<file path="config.mk">
export PLATFORM = sky130hd
export DESIGN_NAME = nlfsr_gen
export DESIGN_NICKNAME = d
export VERILOG_FILES = /design/src/rtl/nlfsr_gen.sv
export SDC_FILE = /design/constraint.sdc
export NUM_CORES = 1
export LEC_CHECK = 0
export CAP_MARGIN = 25
export CORE_MARGIN = 10
export CORE_UTILIZATION = 40
export DETAILED_ROUTE_END_ITERATION = 7
export HOLD_SLACK_MARGIN = 0.05
export PLACE_DENSITY = 0.66
export SYNTH_ARGS = -nofsm -noshare
export SYNTH_HDL_FRONTEND = slang
export SYNTH_SLANG_ARGS = --single-unit
export TNS_END_PERCENT = 50
</file>
<file path="constraint.sdc">
create_clock -name clk -period 1.9 [get_ports clk]
set_clock_uncertainty 0.1 [all_clocks]
set_input_delay 0.57 -clock clk [delete_from_list [all_inputs] [get_ports clk]]
set_output_delay 0.57 -clock clk [all_outputs]
set_load 0.005 [all_outputs]
</file>
<file path="src/rtl/nlfsr_gen.sv">
// Nonlinear-feedback shift-register generator. The state stream is decimated by
// STRIDE and handed out over a valid/ready port; the all-zero state triggers a reseed.
module nlfsr_gen #(
  parameter int unsigned      WIDTH        = 8,
  parameter int unsigned      TAP_A        = 6,
  parameter int unsigned      TAP_B        = 5,
  parameter int unsigned      STRIDE       = 1,
  parameter int unsigned      SEL_BITS     = 3,
  parameter logic [WIDTH-1:0] SEED_DEFAULT = 1
) (
  input  logic                       clk,
  input  logic                       reset,
  input  logic                       en,
  input  logic                       load,
  input  logic [WIDTH-1:0]           seed,
  output logic [WIDTH-1:0]           out_data,
  output logic                       out_valid,
  input  logic                       out_ready,
  output logic [(1<<SEL_BITS)-1:0]   onehot_out,
  output logic                       lockup,
  output logic [7:0]                 lockup_count
);

  localparam int unsigned OH_W = 1 << SEL_BITS;

  // FILL: no undelivered word; FULL: out_data holds a word awaiting transfer.
  typedef enum logic {FILL, FULL} state_e;

  state_e           state_q, state_d;
  logic [WIDTH-1:0] r_q, r_d;
  logic [7:0]       cnt_q, cnt_d;
  logic [WIDTH-1:0] data_q, data_d;
  logic             lockup_q, lockup_d;
  logic [7:0]       count_q, count_d;

  logic fb;
  logic stall;
  logic xfer;
  logic shift_ok;
  logic [7:0] count_inc;

  always_comb begin
    state_d  = state_q;
    r_d      = r_q;
    cnt_d    = cnt_q;
    data_d   = data_q;
    lockup_d = 1'b0;
    count_d  = count_q;

    fb        = r_q[WIDTH-1] ^ (r_q[TAP_A] & r_q[TAP_B]);
    stall     = (state_q == FULL) & ~out_ready;
    xfer      = (state_q == FULL) & out_ready;
    shift_ok  = en & ~stall & ~load;
    count_inc = (count_q == 8'hFF) ? count_q : count_q + 8'd1;

    if (load) begin
      // A load always flushes the pending word, even when the consumer is stalled.
      r_d     = (seed == '0) ? SEED_DEFAULT : seed;
      cnt_d   = 8'd0;
      state_d = FILL;
      if (seed == '0) begin
        lockup_d = 1'b1;
        count_d  = count_inc;
      end
    end else begin
      if (xfer) begin
        state_d = FILL;
      end
      if (shift_ok) begin
        if (r_q == '0) begin
          r_d      = SEED_DEFAULT;
          lockup_d = 1'b1;
          count_d  = count_inc;
        end else begin
          r_d = {r_q[WIDTH-2:0], fb};
          if (cnt_q == 8'(STRIDE - 1)) begin
            cnt_d   = 8'd0;
            data_d  = r_d;
            state_d = FULL;
          end else begin
            cnt_d = cnt_q + 8'd1;
          end
        end
      end
    end
  end

  always_ff @(posedge clk) begin
    if (reset) begin
      state_q  <= FILL;
      r_q      <= SEED_DEFAULT;
      cnt_q    <= 8'd0;
      data_q   <= '0;
      lockup_q <= 1'b0;
      count_q  <= 8'd0;
    end else begin
      state_q  <= state_d;
      r_q      <= r_d;
      cnt_q    <= cnt_d;
      data_q   <= data_d;
      lockup_q <= lockup_d;
      count_q  <= count_d;
    end
  end

  assign out_data     = data_q;
  assign out_valid    = (state_q == FULL);
  assign lockup       = lockup_q;
  assign lockup_count = count_q;
  assign onehot_out   = OH_W'(1) << r_q[SEL_BITS-1:0];

endmodule

</file>
## After elaboration in Yosys (flattened, before gate mapping)

Index checks and enable logic that the tools add are counted.

| word-level totals | value |
|---|---|
| input bits | 13 |
| word-level logic and storage cells | 48 |
| register bits after elaboration | 34 |
| output and inout port bits | 26 |

| cells by class | value |
|---|---|
| multiplexer cells | 18 |
| shift-type cells | 1 |
| reduce and logical (&&, ||, !) cells | 9 |
| add/subtract/negate cells | 2 |
| bitwise gates (word level) | 10 |
| equality and inequality tests | 2 |

Operators with widths:

| cell | count |
|---|---|
| $mux 8 | 10 |
| $logic_not 8->1 | 3 |
| $add 8x1->8 const B | 2 |
| $eq 8x8->1 const B | 1 |
| $mux 1 | 8 |
| $shl 1x3->8 const A | 1 |
| $and 1x1->1 | 5 |
| $not 1->1 | 4 |
| $reduce_and 4->1 | 1 |
| $reduce_bool 2->1 | 2 |
| $reduce_and 3->1 | 1 |
| $ne 2x1->1 const B | 1 |
| $reduce_and 2->1 | 1 |
| $reduce_or 2->1 | 1 |
| $xor 1x1->1 | 1 |

## Depth between registers and ports, before layout

Gate-level depths: netlist of run 1.

| logic depth | value |
|---|---|
| depth in word-level cells | 7 |
| mapped depth | 9 |
| mapped depth without buffers | 7 |

## Worst setup path after synthesis of run 1

Ideal clock, no wire load.

| timing | value |
|---|---|
| path kind | input to register |
| from | in seed[5] |
| to | reg count_q[4], in the netlist lockup_count[4] |
| buffers on the path | 0 |
| cell stages on the path | 5 |
| path slack | -0.132 ns |
| required time | 1.679 ns |
| arrival | 1.811 ns |
| setup time | 0.121 ns |
| cells stage by stage | nor4_1 > nand3_1 > o21a_1 > nor4b_1 > mux2_2 |

| on the way | value |
|---|---|
| word-level cells in the longest chain between the ends | 3 |

Ends and longest elaborated chain:

| what | RTL line | RTL |
|---|---|---|
| from (decl) | 15 | `input logic [WIDTH-1:0] seed,` |
| $logic_not 8->1 | 61 | `if (seed == '0) begin` |
| $ne 2x1->1 (no line) | - |  |
| $reduce_and 3->1 (no line) | - |  |
| to (signal assigned) | 102 | `count_q <= count_d;` |
| to (decl) | 34 | `logic [7:0] count_q, count_d;` |

Every way passes these cells.
A chain may end at the register's enable or synchronous reset.

## Final worst setup path of run 1

| timing | value |
|---|---|
| from | in seed[1] |
| to | reg count_q[3], in the netlist lockup_count[3] |

Same word-level chain as after synthesis.

==> results of run 1 <==
cell usage after synthesis (all sizes together):
| master | count | share of area, % |
|---|---|---|
| nor3 | 7 | 2.4 |
| xnor2 | 8 | 4.1 |
| and2 | 1 | 0.37 |
| nand4 | 3 | 1.1 |
| clkbuf | 9 | 2.0 |
| buf | 3 | 2.0 |
| or4 | 1 | 0.44 |
| nor3b | 3 | 1.3 |
| mux2i | 16 | 9.4 |
| o21a | 1 | 0.44 |
| a211oi | 1 | 0.44 |
| nor4b | 4 | 2.1 |
| o21ai | 11 | 3.2 |
| nand3b | 2 | 1.1 |
| nand2 | 15 | 3.3 |
| or2 | 2 | 0.73 |
| and3b | 2 | 1.0 |
| mux2 | 2 | 1.3 |
| or3 | 5 | 1.8 |
| inv | 3 | 0.66 |
| nor2b | 9 | 3.3 |
| a21oi | 7 | 2.1 |
| nor2 | 24 | 5.3 |
| nor4 | 6 | 2.6 |
| nand2b | 1 | 0.37 |
| and3 | 2 | 0.73 |
| o21ba | 1 | 0.59 |
| ha | 3 | 2.2 |
| o31ai | 2 | 0.88 |
| nand3 | 8 | 2.4 |
| a21o | 1 | 0.44 |
| dfxtp | 34 | 40 |
cell families after synthesis:
family | after synthesis
AO/OA/AOI/OAI | 24
multiplexers | 18
flip-flops | 34
AND/OR/NAND/NOR | 95
buffers and inverters | 15
XOR/XNOR | 8
adder cells (fa/ha/maj) | 3
stage by stage:
| step | cell area [µm²] | total power [mW] | TNS, ns |
|---|---|---|---|
| final | 2570 | 1.56 | 0 |
| after detailed placement | 2330 | 1.00 | -12.60 |
| after CTS | 2490 | 1.56 | 0 |
| after global routing | 2570 | 1.63 | -0.111 |
| after floorplan | 1760 | 0.879 | -0.0284 |
| after global placement | 2330 | 1.00 | -12.94 |
routing by layer:
metal	part of all wire [%]	routed length (µm)	vias to the layer above	global-route usage (%)
met5	0	0	-	0
met3	5.2	236	5	4.78
met2	48	2180	26	20.2
met1	46	2090	728	14.2
met4	0.88	40	0	3.59
li1	-	-	820	-
critical path, stage by stage:
cell	delay, ns
dlygate4sd2_1	0.26
nor4_4	0.17
nand3_1	0.14
o21a_4	0.18
or4_4	0.52
a21oi_2	0.14
flip-flops by register name, summed over array words and instances, names as in the netlist:
name	flops
lockup_count	8
r_q	8
out_valid	1
cnt_q	8
out_data	8
lockup	1
worst paths after layout:
| check | depth (start not counted) | from | to | slack (ns) |
|---|---|---|---|---|
| max reg2reg | 5 | r_q[3]$_SDFFE_PP0P_ | lockup_count[3]$_SDFFE_PP0P_ | 0.05 |
| min | 2 | out_data[7]$_SDFFE_PP0P_ | out_data[7]$_SDFFE_PP0P_ | 0.40 |
| max | 6 | seed[1] | lockup_count[3]$_SDFFE_PP0P_ | 0.02 |
| min reg2reg | 2 | out_data[7]$_SDFFE_PP0P_ | out_data[7]$_SDFFE_PP0P_ | 0.40 |
area by class of cell:
cell class / instances / area, µm² / area share (%)
Sequential cell: 34 / 709 / 27.6
Clock inverter: 2 / 12.5 / 0.487
Tap cell: 50 / 62.6 / 2.43
Timing Repair Buffer: 69 / 594 / 23.1
Inverter: 3 / 11.3 / 0.438
Clock buffer: 6 / 82.6 / 3.21
Multi-Input combinational cell: 148 / 1100 / 42.7
repair_timing:
item,in CTS,in global routing
pin swaps,11,5
endpoints found under the setup margin,38,28
gates resized for setup,55,34
setup buffers,4,2
gates cloned,1,0
power breakdown:
group          switching [mW]  internal [mW]  leakage (nW)
clock                   0.274          0.291        0.0472
sequential             0.0215          0.729         0.283
combinational           0.111          0.136         0.669
==> impl_metrics.py, run 1 <==
metrics = {
    "run_status": {
        "outcome": "finished clean",
    },
    "yosys": {
        "synth_compound_area_share_pct": 8.08,
        "syn_inst": 197,
        "syn_area_um2": 1700,
        "synth_cell_types": 35,
        "synthXorXnorAreaFrac_pct": 4.11,
        "syn_area_per_cell_um2": 8.64,
        "seq_area_frac_synth_pct": 40.0,
        "syn-num-nets": 213,
        "ys_warn_count": 0,
        "synthSimpleGateAreaFrac_pct": 30.3,
        "synth_seq_cells": 34,
        "synth_top_family_by_area": "simple AND/OR/NAND/NOR gates",
        "synthAdderAreaFrac_pct": 2.20,
        "synth.area.mux_share_pct": 10.7,
    },
    "clocking": {
        "clkLatencyLatePin_ns": 0.29,
        "htree_num_levels": 2,
        "cts_tree": "yes",
        "clkTransAtPathRegs_ns": 0.07,
        "clockBufferDepth": 2,
        "cts_num_sinks": 34,
        "cts_buffers": 5,
        "cts_root_buf": "clkbuf_8",
        "ctsHoldBuffers": 0,
    },
    "worst_hold_path": {
        "hp-class": "reg2reg",
    },
    "placement": {
        "gp_congestion": 0.812,
        "placedCellCount": 297,
        "io_buffers": 38,
        "place_ws_ns": -0.640,
        "dp_hpwl_mm": 3.07,
    },
    "route": {
        "vias": 1579,
        "final_antenna_net_count": 0,
        "drc": 0,
        "routed_via_density": 5.06,
        "drt_iter0_markers": 66,
        "routedWlPerCell_um": 14.6,
        "routed_wl_mm": 4.54,
        "first_pass_iters": 4,
    },
    "floorplan": {
        "start_util_pct": 42.0,
        "num_rows": 23,
        "die_y_um": 85.2,
        "ioPinCount": 39,
        "die_area_um2": 7270,
        "coreArea_um2": 4060,
        "die_w_um": 85.2,
    },
    "final_layout": {
        "diodes": 0,
        "n_fill_cell": 349,
        "drive_gt1_share_pct": 32.8,
        "nets": 277,
        "finalNonFillerCells": 312,
        "mostFrequentLayoutCell": "buf_4",
        "post-route-util_pct": 63.3,
        "syn_to_final_growth_pct": 50.9,
        "layout_common_cells": "26 x buf_4, 22 x nor2_1, 21 x dfxtp_1, 18 x clkdlybuf4s50_1, 16 x mux2i_1",
    },
    "timing": {
        "slew_headroom_pct": 70.9,
        "drv_slew": 0,
        "finalCriticalPeriod_ns": 1.88,
        "setup_viol": 0,
        "worst_pin_slew_ns": 0.435,
        "rsz0062_at_grt": "yes",
        "max_freq_ghz": 0.533,
        "fin_crit_sh_pct": 98.7,
        "holdWs_ns": 0.399,
        "timing_hold_violations_final": 0,
        "fin_ws_ns": 0.0239,
    },
    "grt": {
        "grt_pass1_wl_mm": 7.48,
        "grt-ovfl-total": 0,
        "grt.total_usage_pct": 12.2,
        "grt_max_degree": 19,
        "grt_pass1_vias": 1572,
        "antenna_found_initial": 0,
    },
    "power": {
        "vdd.ir_drop.worst_mv": 0.333,
        "powerDensity_nw_per_um2": 608,
        "leakage_nw": 0.999,
    },
    "job": {
        "drv_cap": 0,
    },
    "critical_path": {
        "arrival_ns": 1.99,
        "crit_path_max_fanout": 6,
        "critPathLaunchType": "input pin",
        "path_class": "in2reg",
        "cp.required_ns": 2.02,
        "crit_path_end_kind": "register",
    },
}
Power figures use the tool's default switching activity.
==> run 2, diff against run 1 <==
CORE_UTILIZATION = 30   (was 40)
PLACE_DENSITY = 0.51   (was 0.66)
==> run 2 against run 1 <==
Effect of this change:
- routed wire length down 0.81%
- worst setup slack better by 0.037 ns
- utilization shrank 16 points
- global-route usage down 1.8 points
- critical endpoint is now lockup_count[2]
- largest cell class unchanged
==> impl_metrics.py, run 2 (synthesis gave the netlist of run 1 again) <==
metrics = {
    "route": {
        "drc": 0,
        "routed_via_density": 4.67,
        "vias": 1566,
        "final_antenna_net_count": 0,
        "routedWlPerCell_um": 13.4,
        "first_pass_iters": 4,
        "drt_iter0_markers": 44,
        "routed_wl_mm": 4.50,
    },
    "clocking": {
        "cts_buffers": 5,
        "cts_tree": "yes",
        "clockBufferDepth": 2,
        "htree_num_levels": 2,
        "clkTransAtPathRegs_ns": 0.07,
        "cts_root_buf": "clkbuf_8",
        "clkLatencyLatePin_ns": 0.28,
        "cts_num_sinks": 34,
    },
    "critical_path": {
        "crit_path_max_fanout": 7,
        "cp_slowest_stage_delay_ns": 0.51,
        "cp_slowest_cell": "clkdlybuf4s50_1",
        "worst-path-buf-inv": 1,
        "timing.reg2reg.setup_slack_ns": 0.08,
        "crit_chain": "clkdlybuf4s50_1",
        "crit_path_end_kind": "output port",
        "reg2reg_to": "lockup_count[3]$_SDFFE_PP0P_",
        "arrival_ns": 1.17,
        "ff2ff_path_depth": 6,
        "cp.required_ns": 1.23,
        "critPathLaunchType": "register",
        "r2r_start": "r_q[2]$_SDFFE_PP0P_",
        "critPathLaunch": "lockup_count[2]$_SDFFE_PP0P_",
        "path_class": "reg2out",
        "cp_top_family": "buffers and inverters",
    },
    "grt": {
        "antenna_found_initial": 0,
        "busiest_layer": "met2",
        "grt_use_met3_pct": 3.46,
        "grt_pass1_vias": 1508,
        "grt-ovfl-total": 0,
        "grt_pass1_wl_mm": 7.42,
        "grt_max_degree": 20,
        "grt.total_usage_pct": 10.5,
        "grt_use_met1_pct": 13.3,
        "globalRouteMet2Util_pct": 16.0,
    },
    "floorplan": {
        "ioPinCount": 39,
        "die_area_um2": 9090,
        "die_w_um": 95.3,
        "die_y_um": 95.3,
        "coreArea_um2": 5510,
        "num_rows": 27,
        "start_util_pct": 30.9,
    },
    "final_layout": {
        "diodes": 0,
        "syn_to_final_growth_pct": 52.6,
        "layout_common_cells": "28 x buf_4, 22 x nor2_1, 22 x dfxtp_1, 19 x clkdlybuf4s50_1, 16 x mux2i_1",
        "nets": 278,
        "mostFrequentLayoutCell": "buf_4",
        "final_area_um2": 2600,
        "n_fill_cell": 551,
        "post-route-util_pct": 47.2,
        "drive_gt1_share_pct": 30.4,
    },
    "timing": {
        "slew_headroom_pct": 74.0,
        "worst_pin_slew_ns": 0.389,
        "max_freq_ghz": 0.544,
        "timing_hold_violations_final": 0,
        "setup_viol": 0,
        "drv_slew": 0,
        "fin_crit_sh_pct": 96.8,
        "finalCriticalPeriod_ns": 1.84,
        "rsz0062_at_grt": "yes",
    },
    "job": {
        "drv_cap": 0,
    },
    "worst_hold_path": {
        "min_to": "out_data[6]$_SDFFE_PP0P_",
        "whs_path_depth": 2,
        "hp-start": "out_data[6]$_SDFFE_PP0P_",
        "hp-class": "reg2reg",
    },
    "run_status": {
        "outcome": "finished clean",
    },
    "power": {
        "vdd.ir_drop.worst_mv": 0.279,
        "leakage_nw": 1.01,
        "powerDensity_nw_per_um2": 637,
    },
    "placement": {
        "io_buffers": 38,
        "dpl_cell_area_um2": 2400,
        "gp_congestion": 0.738,
        "dp_hpwl_mm": 3.32,
    },
}
[run 2: routing by layer]
layer	vias up	share of wire (%)
met5	-	0
met2	22	47
li1	819	-
met3	7	4.3
met1	718	47
met4	0	1.7
[run 2: repair_timing]
| action | in CTS | in global routing |
|---|---|---|
| endpoints found under the setup margin | 36 | 17 |
| hold buffers | 0 | 0 |
| pin swaps | 6 | 9 |
| gates resized for setup | 57 | 20 |
| buffers inserted | 5 | 0 |
[run 2: cell type report]
type	instances	area (µm²)	area share, %
Multi-Input combinational cell	148	1080	41.4
Sequential cell	34	706	27.2
Timing Repair Buffer	70	607	23.4
Tap cell	72	90.1	3.47
Clock buffer	5	68.8	2.65
Clock inverter	3	40.0	1.54
Inverter	3	11.3	0.433
[run 2: how the worst max path moves through the flow]
stage,end,slack (ns),cells past startpoint
2_1_floorplan,lockup_count[4]$_SDFFE_PP0P_,-0.01,5
3_3_place_gp,lockup_count[4]$_SDFFE_PP0P_,-0.64,6
3_5_place_dp,lockup_count[4]$_SDFFE_PP0P_,-0.66,6
4_1_cts,lockup_count[5],0.0008,1
5_1_grt,lockup_count[3]$_SDFFE_PP0P_,-0.03,6
6_report,lockup_count[2],0.06,1
[run 2: through the flow]
step	power (mW)	worst slack [ns]	setup TNS (ns)	instances	hold WS, ns
2_1_floorplan	0.879	-0.0143	-0.0284	197	0.385
3_3_place_gp	1.01	-0.639	-12.78	322	0.384
3_5_place_dp	1.01	-0.663	-12.84	322	0.382
4_1_cts	1.68	0.000838	0	335	0.408
5_1_grt	1.74	-0.0316	-0.0422	335	0.432
6_report	1.66	0.0610	0	335	0.398
[run 2: where the power goes]
part,internal [mW],switching (mW),total [mW]
Combinational,0.138,0.110,0.248
Sequential,0.729,0.0217,0.751
Clock,0.386,0.270,0.656
==> run 3, diff against run 2 <==
clock period = 1.6 ns   (was 1.9 ns; I/O delays follow)
==> run 3 against run 2 <==
Effect of this change:
- the flow now finishes with violations (negative setup slack)
- register-to-register slack worse by 0.22 ns
- non-clock buffer count is 21 higher
- routed wire length is 12% higher
- hold slack worse by 0.015 ns
- power increased by 22%
- global-route usage is 1.2 points higher
- final cell count up 6.0%
- clock power up 21%
- critical path type is now reg2reg
- critical endpoint is now lockup_count[5]$_SDFFE_PP0P_
- largest power group unchanged
==> impl_metrics.py, run 3 (synthesis gave the netlist of run 1 again) <==
metrics = {
    "run_status": {
        "outcome": "complete, but fails checks",
        "failed_checks": "negative setup slack",
    },
    "route": {
        "routedWlPerCell_um": 14.2,
        "drt_iter0_markers": 32,
        "final_antenna_net_count": 0,
        "vias": 1665,
        "first_pass_iters": 4,
        "routed_via_density": 4.69,
        "routed_wl_mm": 5.05,
        "drc": 0,
    },
    "timing": {
        "timing_hold_violations_final": 0,
        "worst_pin_slew_ns": 0.328,
        "slew_headroom_pct": 77.9,
        "finalCriticalPeriod_ns": 1.74,
        "drv_slew": 0,
        "setup_viol": 32,
        "fin_ws_ns": -0.139,
        "max_freq_ghz": 0.575,
        "holdWs_ns": 0.382,
        "rsz0062_at_grt": "yes",
        "tns_ns": -2.49,
        "fin_crit_sh_pct": 109,
    },
    "grt": {
        "grt_pass1_wl_mm": 8.36,
        "antenna_found_initial": 0,
        "grt.total_usage_pct": 11.7,
        "grt_max_degree": 19,
        "grt_pass1_vias": 1721,
        "grt-ovfl-total": 0,
    },
    "clocking": {
        "cts_num_sinks": 34,
        "clockBufferDepth": 2,
        "clkTransAtPathRegs_ns": 0.07,
        "cts_buffers": 5,
        "htree_num_levels": 2,
        "cts_tree": "yes",
        "cts_root_buf": "clkbuf_8",
        "clkLatencyLatePin_ns": 0.28,
    },
    "final_layout": {
        "final_area_um2": 2850,
        "multiInputGateArea_um2": 1180,
        "diodes": 0,
        "layout_common_cells": "41 x buf_4, 20 x dfxtp_1, 20 x dlygate4sd2_1, 18 x nor2_1, 16 x mux2i_1",
        "mostFrequentLayoutCell": "buf_4",
        "syn_to_final_growth_pct": 67.6,
        "seq_area_um2": 711,
        "n_fill_cell": 525,
        "nets": 299,
        "post-route-util_pct": 51.8,
        "drive_gt1_share_pct": 44.9,
    },
    "power": {
        "leakage_nw": 1.24,
        "vdd.ir_drop.worst_mv": 0.452,
        "powerDensity_nw_per_um2": 708,
        "fin_total_pwr_mw": 2.02,
    },
    "critical_path": {
        "arrival_ns": 1.81,
        "critPathLaunchType": "register",
        "crit_path_max_fanout": 6,
        "crit_path_end_kind": "register",
        "path_class": "reg2reg",
        "cp.required_ns": 1.68,
    },
    "floorplan": {
        "die_y_um": 95.3,
        "ioPinCount": 39,
        "die_w_um": 95.3,
        "num_rows": 27,
        "start_util_pct": 30.9,
        "die_area_um2": 9090,
        "coreArea_um2": 5510,
    },
    "placement": {
        "dpl_cell_area_um2": 2490,
        "io_buffers": 38,
        "dp_hpwl_mm": 3.49,
        "gp_congestion": 0.765,
    },
    "job": {
        "drv_cap": 0,
    },
    "worst_hold_path": {
        "hp-class": "reg2reg",
    },
}
## run 3: cell count changes in the layout (fill, tap and decap cells not counted), sizes merged
| cell | before | now |
|---|---|---|
| buf | 39 | 65 |
| clkdlybuf4s50 | 19 | 1 |
| dlygate4sd2 | 8 | 20 |
| clkinv | 2 | 0 |
| dlymetal6s2s | 0 | 2 |
| clkbuf | 7 | 8 |
| clkdlybuf4s15 | 2 | 1 |
## run 3: metrics by stage
stage	setup slack [ns]	instances
2_1_floorplan	-0.223	197
3_3_place_gp	-0.867	336
3_5_place_dp	-0.936	336
4_1_cts	-0.246	355
5_1_grt	-0.205	355
6_report	-0.139	355
## run 3: what timing repair did
action,in CTS,in global routing
setup endpoints to repair,60,43
buffers inserted,10,1
pin swaps,28,14
cloned,2,0
resized for setup,131,22
hold buffers,0,0
## run 3: routing by layer
layer | share of wire [%] | GRT usage [%] | up-vias
li1 | - | - | 860
met1 | 44 | 13.4 | 775
met2 | 51 | 20.2 | 22
met3 | 3.8 | 3.61 | 8
met4 | 1.4 | 4.11 | 0
met5 | 0 | 0 | -
## run 3: final cells by class
class	count	share of cell area, %
multi-input cells	148	41.4
repair buffers	91	26.2
flip-flops and latches	34	24.9
well taps	72	3.16
clock buffers	6	2.89
clock inverters	1	1.05
inverters	3	0.395
## run 3: final timing paths
| kind | cells past startpoint | startpoint | slack, ns | to |
|---|---|---|---|---|
| setup / recovery | 5 | r_q[7]$_SDFFE_PP0P_ | -0.14 | lockup_count[5]$_SDFFE_PP0P_ |
| hold / removal | 2 | out_data[2]$_SDFFE_PP0P_ | 0.38 | out_data[2]$_SDFFE_PP0P_ |
| setup reg to reg | 5 | r_q[7]$_SDFFE_PP0P_ | -0.14 | lockup_count[5]$_SDFFE_PP0P_ |
| hold reg to reg | 2 | out_data[2]$_SDFFE_PP0P_ | 0.38 | out_data[2]$_SDFFE_PP0P_ |
## run 3: worst max-delay path, cell delays in order, from the launching register on
cell and delay (ns):
dfxtp_2 0.33, nor4_4 0.27, nand3_1 0.12, o21a_4 0.25, nor4b_4 0.24, mux2_4 0.32
## run 3: report_power, final
part / total, mW / switching (mW) / internal, mW
clock: 0.797 / 0.299 / 0.498
combinational: 0.337 / 0.152 / 0.185
sequential: 0.886 / 0.0201 / 0.865
total: 2.02 / 0.472 / 1.55
